### config.mk
export PLATFORM = sky130hd
export DESIGN_NAME = pc_ctrl
export DESIGN_NICKNAME = d
export VERILOG_FILES = /design/src/rtl/pc_ctrl.sv
export SDC_FILE = /design/constraint.sdc
export NUM_CORES = 1
export LEC_CHECK = 0
export CORE_ASPECT_RATIO = 1.5
export CORE_MARGIN = 5
export CORE_UTILIZATION = 49
export DETAILED_ROUTE_END_ITERATION = 16
export GPL_ROUTABILITY_DRIVEN = 0
export PLACE_DENSITY_LB_ADDON = 0.1
export SKIP_LAST_GASP = 1
export SYNTH_ARGS = -nofsm -noshare
export SYNTH_HDL_FRONTEND = slang
export SYNTH_SLANG_ARGS = --single-unit
export TNS_END_PERCENT = 5
### constraint.sdc
create_clock -name clk -period 2.45 [get_ports clk]
set_input_delay 0.49 -clock clk [delete_from_list [all_inputs] [get_ports clk]]
set_output_delay 0.49 -clock clk [all_outputs]
set_load 0.01 [all_outputs]
### src/rtl/pc_ctrl.sv
// Program-counter controller: owns PC/EPC, sequences exception entry and RFE.
// Optional target alignment check is enabled with `define PC_CTRL_ALIGN_CHECK_EN.
module pc_ctrl #(
   parameter logic [31:0] RESET_PC   = 32'h0000_0000,
   parameter logic [31:0] EXC_VECTOR = 32'h0000_00FC
) (
   input  logic        clk,
   input  logic        reset_n,
   input  logic        req_valid,
   input  logic [2:0]  req_op,
   input  logic        req_taken,
   output logic        req_ready,
   output logic        done,
   output logic [1:0]  pcsrc_selector,
   input  logic [31:0] pcsrc_in,
   output logic [31:0] pc,
   output logic [31:0] epc,
   output logic [1:0]  cause,
   output logic [1:0]  dbg_state_o
);

   typedef enum logic [1:0] {
      S_IDLE     = 2'd0,
      S_EXEC     = 2'd1,
      S_EXC_SAVE = 2'd2,
      S_EXC_VEC  = 2'd3
   } state_t;

   localparam logic [2:0] OP_NEXT   = 3'b000;
   localparam logic [2:0] OP_BRANCH = 3'b001;
   localparam logic [2:0] OP_JUMP   = 3'b010;
   localparam logic [2:0] OP_JR     = 3'b011;
   localparam logic [2:0] OP_EXC    = 3'b100;
   localparam logic [2:0] OP_RFE    = 3'b101;

   localparam logic [1:0] SEL_ULA    = 2'b00;
   localparam logic [1:0] SEL_JUMP   = 2'b01;
   localparam logic [1:0] SEL_REGULA = 2'b10;
   localparam logic [1:0] SEL_EPC    = 2'b11;

   state_t      state_q;
   logic [2:0]  op_q;
   logic        taken_q;
   logic [1:0]  pend_cause_q;
   logic [31:0] pc_q;
   logic [31:0] epc_q;
   logic [1:0]  cause_q;
   logic [1:0]  sel_q;
   logic        done_q;
   logic        write_due;
   logic        align_fault;

   // Handshake: a request transfers on a rising edge where req_valid and
   // req_ready are both high; req_ready is high only in IDLE and out of reset.
   assign req_ready = reset_n & (state_q == S_IDLE);

   assign write_due = !((op_q == OP_BRANCH) && !taken_q);

`ifdef PC_CTRL_ALIGN_CHECK_EN
   assign align_fault = write_due && (pcsrc_in[1:0] != 2'b00);
`else
   assign align_fault = 1'b0;
`endif

   always_ff @(posedge clk) begin
      if (!reset_n) begin
         state_q      <= S_IDLE;
         op_q         <= OP_NEXT;
         taken_q      <= 1'b0;
         pend_cause_q <= 2'd0;
         pc_q         <= RESET_PC;
         epc_q        <= 32'h0000_0000;
         cause_q      <= 2'd0;
         sel_q        <= SEL_ULA;
         done_q       <= 1'b0;
      end else begin
         done_q <= 1'b0;
         case (state_q)
            S_IDLE: begin
               sel_q <= SEL_ULA;
               if (req_valid) begin
                  op_q    <= req_op;
                  taken_q <= req_taken;
                  case (req_op)
                     OP_NEXT:   begin sel_q <= SEL_ULA;    state_q <= S_EXEC; end
                     OP_BRANCH: begin sel_q <= SEL_REGULA; state_q <= S_EXEC; end
                     OP_JUMP:   begin sel_q <= SEL_JUMP;   state_q <= S_EXEC; end
                     OP_JR:     begin sel_q <= SEL_ULA;    state_q <= S_EXEC; end
                     OP_RFE:    begin sel_q <= SEL_EPC;    state_q <= S_EXEC; end
                     OP_EXC: begin
                        pend_cause_q <= 2'd1;
                        state_q      <= S_EXC_SAVE;
                     end
                     default: begin
                        pend_cause_q <= 2'd3;
                        state_q      <= S_EXC_SAVE;
                     end
                  endcase
               end
            end
            S_EXEC: begin
               sel_q <= SEL_ULA;
               if (align_fault) begin
                  // Misaligned target: PC stays put so EPC records the faulting instruction.
                  pend_cause_q <= 2'd2;
                  state_q      <= S_EXC_SAVE;
               end else begin
                  if (write_due) pc_q <= pcsrc_in;
                  done_q  <= 1'b1;
                  state_q <= S_IDLE;
               end
            end
            S_EXC_SAVE: begin
               sel_q   <= SEL_ULA;
               epc_q   <= pc_q;
               cause_q <= pend_cause_q;
               state_q <= S_EXC_VEC;
            end
            S_EXC_VEC: begin
               sel_q   <= SEL_ULA;
               pc_q    <= EXC_VECTOR;
               done_q  <= 1'b1;
               state_q <= S_IDLE;
            end
            default: begin
               sel_q   <= SEL_ULA;
               state_q <= S_IDLE;
            end
         endcase
      end
   end

   assign done           = done_q;
   assign pcsrc_selector = sel_q;
   assign pc             = pc_q;
   assign epc            = epc_q;
   assign cause          = cause_q;
   assign dbg_state_o    = state_q;

endmodule

==> impl_results.md <==
* Count leader, synth: dfxtp_1
* Final period utilization at 81.1%
* Total CTS buffers at 9
* Max cap viols at 0
* Clock Tree Root: clkbuf_8
* Setup Buffers After CTS at 0
* Synthesis Warnings at 0
* Antenna diodes at 0
* Register area share after synthesis at 47.6%
* DP HPWL at 5710 µm
* Core area at 6490 µm²
* Async SR Flop Fraction at 0%
* Clock transition at path regs at 0.08 ns
* Top area cells in the synthesized netlist: dfxtp_1, a21boi_0, nand2_1
* Drt pass-1 iters at 4
* Antenna violations before repair at 0
* I/O pin count at 111
* RSZ-0062 raised after global routing: false
* Via/cell ratio at 5.56
* First-pass GRT wire length at 14,000 µm
* Clock Path Buffers at 2
* Status: finished clean
* Final wirelength at 8790 µm
* Post-route setup TNS at 0 ns
* Area after DPL at 4380 µm²
* Clock tree sinks at 77
* Share of cells above drive strength 1 at 6.74%
* Finish-stage setup viols at 0
* Die ar. at 8370 µm²
* CP Class: flop to output pin
* Leakage at 1.58 nW
* Die height at 110 µm
* Peak VDD IR at 0.390 mV
* Port Buf Inserts at 110
* Unique masters post-synth at 28
* Hold buffer count at CTS at 0
* Synthesized area per cell at 9.00 µm²
* CTS tree: built
* Hold WC Path Type: flop to flop
* Fin nets at 494
* Tightest Pin Transition at 1.09 ns
* CP required at 1.96 ns
* Post-route ant nets at 0
* Pwr dens at 593 nW/µm²
* Syn Inst Count at 360
* Top-area cell type share of the netlist area at 47.6%
* Multi-input combinational cell area at 1560 µm²
* Worst-path fanout max at 18
* Total GRT Usage at 20.5%
* Max-slew violation count at 0
* Worst Setup Start Kind: flop
* Fmax at 503 MHz
* Leading area contributor after synthesis: dfxtp_1
* CP Capture Type: output pin
* Syn_nets at 399
* Relative slew slack at 27.2%
* Final min period at 1.99 ns
* Post-CTS Resized at 0
* Reg area at 1540 µm²
* Row count at 36
* Number of global-route vias before repair at 2,835
* Filler cell count at 548
* Die width at 76.4 µm
* Worst skew pair latency at 0.35 ns
* Vias at 2,980
* Dominant synthesized flop cell: dfxtp_1
* Yosys reg bits at 77
* Fin area at 4570 µm²
* Final Skew at 0.0103 ns
* R2R depth at 5
* Routed WL per cell at 16.4 µm
* Post-Syn Area at 3240 µm²
* Hold depth at 2
* Number of enable flip-flop cells after synthesis at 0
* Fin. Hold Viols at 0
* Iteration-0 DRC Markers at 283
* Remaining DRCs at 0
* Post-synth top cells: dfxtp_1, nand2_1, a21boi_0
* Initial Util at 50.0%
* Largest net degree at the start of global routing at 130
* Worst Path Arrival at 1.50 ns
* H-tree levels at 3
* GR Overflow Total at 0
* Area growth syn-to-layout at 41.1%
[area by class of cell]
| cell class | instances | share of cell area, % |
|---|---|---|
| multi-input cells | 246 | 34.0 |
| repair buffers | 120 | 25.9 |
| clock buffers | 10 | 2.79 |
| clock inverters | 6 | 1.40 |
| inverters | 1 | 0.0821 |
| flip-flops and latches | 77 | 33.7 |
| well taps | 76 | 2.08 |
[power breakdown]
part / switching [mW] / internal (mW) / total (mW)
clock: 0.474 / 0.469 / 0.943
combinational: 0.196 / 0.221 / 0.417
sequential: 0.0496 / 1.30 / 1.35
total: 0.720 / 1.99 / 2.71
[state kept, by name, indices dropped and copies added, names as in the netlist]
register        cells
epc                32
pc                 32
op_q                3
cause               2
dbg_state_o         2
pcsrc_selector      2
pend_cause_q        2
done                1
taken_q             1
[per-layer routing]
metal  up-vias  share of wire [%]  GRT usage, %  wire length (µm)
li1       1476                  -             -                 -
met1      1417                 42          24.9              3700
met2        80                 51          35.0              4470
met3         7                6.1          6.07               534
met4         0               0.93          6.13                82
met5         -                  0             0                 0
[kinds of logic (layout without fill, tap and decap cells)]
kind of cell / count (synthesis) / count (layout) / synth area share [%]
AO/OA/AOI/OAI: 49 / 49 / 12.1
flip-flops: 77 / 77 / 47.6
buffers and inverters: 37 / 137 / 4.86
AND/OR/NAND/NOR: 194 / 194 / 34.5
multiplexers: 3 / 3 / 0.927
[per-stage QoR]
step	setup slack [ns]	util [%]	power [mW]	hold WS (ns)	instances
global placement	0.604	67.6	1.79	0.452	520
finish	0.462	70.5	2.71	0.467	536
floorplan	0.902	-	1.58	0.435	360
detailed placement	0.560	67.6	1.80	0.457	520
CTS	0.427	70.5	2.73	0.469	536
global route	0.395	70.5	2.82	0.489	536
[critical path: stages, from the launching register on]
cell,delay (ns)
dfxtp_1,0.36
buf_4,0.21
clkdlybuf4s50_1,0.59
[path summary, 6_finish.rpt]
| check | start | to | slack (ns) |
|---|---|---|---|
| setup reg to reg | dbg_state_o[0] | epc[3] | 0.74 |
| hold reg to reg | epc[18] | epc[18] | 0.47 |
| hold / removal | epc[18] | epc[18] | 0.47 |
| setup / recovery | dbg_state_o[1] | dbg_state_o[1] | 0.46 |
[cell usage in the layout, fill, tap and decap left out, types with 6 or more instances in the layout]
master,instances
nand3_1,27
nand4b_1,26
buf_4,10
dfxtp_1,77
clkdlybuf4s50_1,109
a21boi_0,38
nand2_1,72
o221a_1,6
nand3b_1,27
nand4_1,26
clkbuf_8,9
Note: power is estimated with default switching activity, not from simulation.
